## config.mk

```make
export PLATFORM = sky130hd
export DESIGN_NAME = pipe_adder
export DESIGN_NICKNAME = d
export VERILOG_FILES = /design/src/rtl/pipe_adder.sv
export SDC_FILE = /design/constraint.sdc
export NUM_CORES = 1
export LEC_CHECK = 0
export CORE_ASPECT_RATIO = 0.5
export CORE_UTILIZATION = 56
export DETAILED_ROUTE_END_ITERATION = 16
export PLACE_DENSITY = 0.81
export SKIP_LAST_GASP = 1
export SYNTH_ARGS = -nofsm -noshare
export SYNTH_HDL_FRONTEND = slang
export SYNTH_SLANG_ARGS = --single-unit
```

## constraint.sdc

```tcl
create_clock -name clk -period 2.8 [get_ports clk]
set_clock_uncertainty 0.15 [all_clocks]
set_input_delay 0.56 -clock clk [delete_from_list [all_inputs] [get_ports clk]]
set_output_delay 0.56 -clock clk [all_outputs]
set_load 0.01 [all_outputs]
```

## src/rtl/pipe_adder.sv

```systemverilog
// Pipelined WIDTH-bit adder: the carry chain is cut into STAGES segments with a register per segment.
// Optional subtract mode under `PIPE_ADDER_SUB_EN` (adds port Sub; Sub=1 computes A + ~B + 1).
module pipe_adder #(
  parameter int WIDTH  = 16,
  parameter int STAGES = 4
) (
  input  logic             clk,
  input  logic             rst_n,
  input  logic             in_valid,
  output logic             in_ready,
  input  logic [WIDTH-1:0] A,
  input  logic [WIDTH-1:0] B,
  input  logic             Cin,
`ifdef PIPE_ADDER_SUB_EN
  input  logic             Sub,
`endif
  output logic             out_valid,
  input  logic             out_ready,
  output logic [WIDTH-1:0] Sum,
  output logic             Carry
);

  localparam int SEG = WIDTH / STAGES;

  if (STAGES < 1 || (WIDTH % STAGES) != 0) begin : g_bad_cfg
    $fatal(1, "pipe_adder: WIDTH must be a non-zero multiple of STAGES");
  end

  // Handshake: a transfer happens on a rising edge where valid & ready are both 1.
  // All stages advance together whenever the output slot is empty or being consumed.
  logic en;
  assign en       = out_ready | ~out_valid;
  assign in_ready = en;

  // Subtraction is folded in at the entry, so the inverted operand travels with the transaction.
  logic [WIDTH-1:0] b_eff;
  logic             cin_eff;
  always_comb begin
    b_eff   = B;
    cin_eff = Cin;
`ifdef PIPE_ADDER_SUB_EN
    if (Sub) begin
      b_eff   = ~B;
      cin_eff = 1'b1;
    end
`endif
  end

  for (genvar k = 0; k < STAGES; k++) begin : g_stg
    localparam int LO   = k * SEG;
    localparam int HI   = (k + 1) * SEG;
    localparam bit LAST = (k == STAGES - 1);

    logic [SEG-1:0] a_seg;
    logic [SEG-1:0] b_seg;
    logic           c_in;
    logic           v_in;
    logic [SEG:0]   seg_res;
    logic [HI-1:0]  s_nx;
    logic           v_q;
    logic           c_q;
    logic [HI-1:0]  s_q;

    assign seg_res = {1'b0, a_seg} + {1'b0, b_seg} + {{SEG{1'b0}}, c_in};

    if (k == 0) begin : g_head
      assign a_seg = A[SEG-1:0];
      assign b_seg = b_eff[SEG-1:0];
      assign c_in  = cin_eff;
      assign v_in  = in_valid;
      assign s_nx  = seg_res[SEG-1:0];
    end else begin : g_link
      assign a_seg = g_stg[k-1].g_skew.a_q[SEG-1:0];
      assign b_seg = g_stg[k-1].g_skew.b_q[SEG-1:0];
      assign c_in  = g_stg[k-1].c_q;
      assign v_in  = g_stg[k-1].v_q;
      assign s_nx  = {seg_res[SEG-1:0], g_stg[k-1].s_q};
    end

    // The last stage only loads on a valid slot so the previous result stays visible.
    always_ff @(posedge clk or negedge rst_n) begin
      if (!rst_n) begin
        v_q <= 1'b0;
        c_q <= 1'b0;
        s_q <= '0;
      end else if (en) begin
        v_q <= v_in;
        if (!LAST || v_in) begin
          s_q <= s_nx;
          c_q <= seg_res[SEG];
        end
      end
    end

    // Skew registers hold the operand bits that later segments have yet to add.
    if (k < STAGES - 1) begin : g_skew
      localparam int RW = WIDTH - HI;
      logic [RW-1:0] a_q;
      logic [RW-1:0] b_q;
      logic [RW-1:0] a_nx;
      logic [RW-1:0] b_nx;

      if (k == 0) begin : g_src_in
        assign a_nx = A[WIDTH-1:HI];
        assign b_nx = b_eff[WIDTH-1:HI];
      end else begin : g_src_prev
        assign a_nx = g_stg[k-1].g_skew.a_q[WIDTH-LO-1:SEG];
        assign b_nx = g_stg[k-1].g_skew.b_q[WIDTH-LO-1:SEG];
      end

      always_ff @(posedge clk or negedge rst_n) begin
        if (!rst_n) begin
          a_q <= '0;
          b_q <= '0;
        end else if (en) begin
          a_q <= a_nx;
          b_q <= b_nx;
        end
      end
    end
  end

  assign out_valid = g_stg[STAGES-1].v_q;
  assign Sum       = g_stg[STAGES-1].s_q;
  assign Carry     = g_stg[STAGES-1].c_q;

endmodule
```

Word level (Yosys, flattened, before mapping). Index checks and enable logic that the tools add are counted. W data, S select, Z words.

Input bits: 37. Logic and storage cells: 29. Bits in registers: 96.

Bitwise gates (word level): 2. Add/subtract/negate cells: 8. Reduce and logical (&&, ||, !) cells: 1.

Operators by type and width (number): $add A4 B4 Y5 (4); $add A5 B1 Y5 (4); $reduce_and A2 Y1 (1); $not A1 Y1 (1); $or A1 B1 Y1 (1).

Longest topological paths before layout.
Depth in word-level cells: 3. Mapped depth: 7. Depth with buffers taken out: 7.

Worst setup path before layout. OpenSTA, ideal clock, no wires.

Path type: input to register. From: input A[0]. To: register g_stg[0].c_q. Library setup time: 0.077 ns. Path buffers: 0. Data arrival time: 1.777 ns. Setup slack: 0.796 ns. Cell stages on the path: 6. Cells stage by stage: inv_1 > fa_1 > fa_1 > nor2b_1 > o21ai_0 > a21oi_1.

Longest elaborated chain between the ends: 2.

RTL lines: start: declaration (RTL line 11) `input logic [WIDTH-1:0] A,`; $add A4 B4 Y5 (RTL line 64) `assign seg_res = {1'b0, a_seg} + {1'b0, b_seg} + {{SEG{1'b0}}, c_in};`; $add A5 B1 Y5 (RTL line 64); end signal: assignment (RTL line 90) `c_q <= seg_res[SEG];`; end: declaration (RTL line 61) `logic c_q;`.

No other way between the ends. A chain may end at the register's enable or synchronous reset.

Worst setup path in the final report.
From: input out_ready. To: output in_ready.

Longest elaborated chain between the ends: 1.

RTL lines: start: declaration (RTL line 18) `input logic out_ready,`; $or A1 B1 Y1 (RTL line 32) `assign en = out_ready | ~out_valid;`; end: declaration (RTL line 10) `output logic in_ready,`.

No other way between the ends.

==> results.yml <==
run_status:
  status: "finished, final reports clean"
clock_tree:
  root_buffer: "clkbuf_16"
  h-tree-depth: 3
  cts_buffers: 9
  post_cts_buffers: 0
  clock_path_buffers: 2
  clock_latency_ns: 0.34
  path_clk_slew_ns: 0.06
  cts_sinks: 96
  ctsHoldBuffers: 0
  cts_resized: 0
  cts_tree: "done"
final_layout:
  layout_common_cells: "nand2_1, dfrtp_1, clkdlybuf4s50_1"
  final_nets: 527
  syn2layout_area_growth_pct: 22.8
  antenna_cells: 0
  final_common_cell: "nand2_1"
  fin_cells: 567
  drive_gt1_frac: 0.0800
  n_fill_cell: 512
placed_design:
  gp_congestion: 0.736
  dpl.hpwl_um: 5010
  dp_cells: 551
  pre_cts_slack_ns: 0.192
  io_buffers: 55
global_routing:
  grt.met3_usage: 0.0712
  grt_pass1_vias: 2864
  grt-busiest-layer: "met1"
  grt_overflow: 0
  grt_pass1_wl_um: 13500
  gr-usage-all-layers: 0.236
  antenna_found_initial: 0
  grt_max_degree: 74
  met2_usage: 0.340
  grtUsageMet1: 0.344
logic_synthesis:
  synth-edff-count: 0
  yosys_most_used_dff: "dfrtp_1"
  synthArstFlopShare: 1.00
  syn-num-nets: 476
  syn_avg_cell_area_um2: 9.77
  netlist_area_um2: 4090
  yosysWarnings: 0
  ys_ff_latch: 96
  ys_types: 25
  syn_inst: 419
  ys_seq_area_frac: 0.587
power_and_ir_drop:
  peakVddDrop_mv: 0.394
  fin_total_pwr_uw: 5560
  powerDensity_nw_per_um2: 1110
  p_leak_uw: 0.00255
sta:
  relSlewSlack: 0.544
  rsz0062_at_grt: "no"
  setup_violations: 0
  tightest_slew_ns: 0.684
  layout_min_cycle_time_ns: 2.45
  min_period_over_period: 0.876
  slew_viol_final: 0
  hold_viol: 0
  max_freq_ghz: 0.408
  final.setup.tns_ns: 0
  fin_ws_ns: 0.347
drt:
  drc_errors: 0
  first_pass_iters: 4
  wl_per_cell_um: 12.9
  ant_nets: 0
  routed_wl_um: 7340
  drt-initial-drc-count: 210
  via_count: 2790
  viasPerCell: 4.92
setup_path:
  cp_data_arrival_time_ns: 1.74
  timing.rr.start: "g_stg[1].c_q$_DFFE_PN0N_"
  end_kind: "output port"
  cp_max_fo: 4
  critPathLaunchType: "input pin"
  crit_start: "out_ready"
  crit_required_ns: 2.09
  critPathKind: "input pin to output port"
die:
  core_um2: 6880
  fp.dieW_um: 123
  fp.dieArea_um2: 7680
  fp.dieH_um: 62.5
  ios: 56
  std_cell_rows: 21
  start_util: 0.595
job:
  drv_cap: 0
worst_hold_path:
  hp-class: "input pin to asynchronous set/reset pin"
[sequential cells by signal, summed over array words and instances, names as in the netlist]
name and count:
out_valid 1, g_stg.g_skew.b_q 24, g_stg.v_q 3, Sum 16
Carry 1, g_stg.s_q 24, g_stg.c_q 3, g_stg.g_skew.a_q 24
[power breakdown]
group / internal, uW / switching (uW)
sequential: 1990 / 349
combinational: 924 / 1000
clock: 801 / 492
total: 3720 / 1840
[worst max-delay path: stages]
cell and delay, ns:
clkdlybuf4s50_1 0.50, nor2b_4 0.05, inv_2 0.09, clkdlybuf4s50_1 0.54
[area by class of cell]
class / count / area, um^2 / area share
flip-flops and latches: 96 / 2400 / 0.478
multi-input cells: 289 / 1540 / 0.307
repair buffers: 59 / 591 / 0.117
clock buffers: 10 / 239 / 0.0475
well taps: 92 / 115 / 0.0229
clock inverters: 6 / 82.6 / 0.0164
inverters: 15 / 56.3 / 0.0112
[Yosys cell counts (4+ instances only)]
library cell | number | area, um^2
inv_1 | 14 | 52.6
nand2_1 | 199 | 747
o21ai_0 | 18 | 90.1
dfrtp_1 | 96 | 2400
xor2_1 | 4 | 35.0
a21o_1 | 5 | 37.5
ha_1 | 12 | 150
buf_2 | 15 | 75.1
a21oi_1 | 11 | 55.1
nor2_1 | 8 | 30.0
mux2_2 | 13 | 146
fa_1 | 8 | 160
[cell families (layout without fill, tap and decap cells)]
group | Yosys count | count (layout) | share of synthesized area
compound gates | 36 | 36 | 0.0486
fa+ha+maj | 20 | 20 | 0.0758
mux | 13 | 13 | 0.0358
xor+xnor | 5 | 5 | 0.0107
simple gates | 215 | 215 | 0.204
buf+inv | 34 | 90 | 0.0385
flops | 96 | 96 | 0.587
[through the flow]
stage               instance area [um^2]  hold slack, ns   util
global route                        5030          0.0984  0.730
detailed placement                  4710           0.305  0.684
floorplan                           4090           0.114      -
global placement                    4710           0.297  0.684
finish                              5030          0.0568  0.730
CTS                                 5030          0.0745  0.730
[path summary, 6_finish.rpt]
path                                                 endpoint  slack (ns)  cells past startpoint
setup reg to reg                     g_stg[2].c_q$_DFFE_PN0N_        0.76                      5
max in group asynchronous  g_stg[2].g_skew.a_q[1]$_DFFE_PN0N_        1.79                      2
hold reg to reg                   g_stg[2].s_q[6]$_DFFE_PN0N_        0.31                      2
hold / removal                    g_stg[0].s_q[3]$_DFFE_PN0N_        0.06                      1
setup / recovery                                     in_ready        0.35                      4
min in group clk                  g_stg[2].s_q[6]$_DFFE_PN0N_        0.31                      2
[layer usage]
metal  vias up  share of wire
met1      1317           0.50
li1       1407              -
met4         0          0.010
met5         -              0
met3         9          0.042
met2        57           0.45
(Power assumes the default switching activity.)
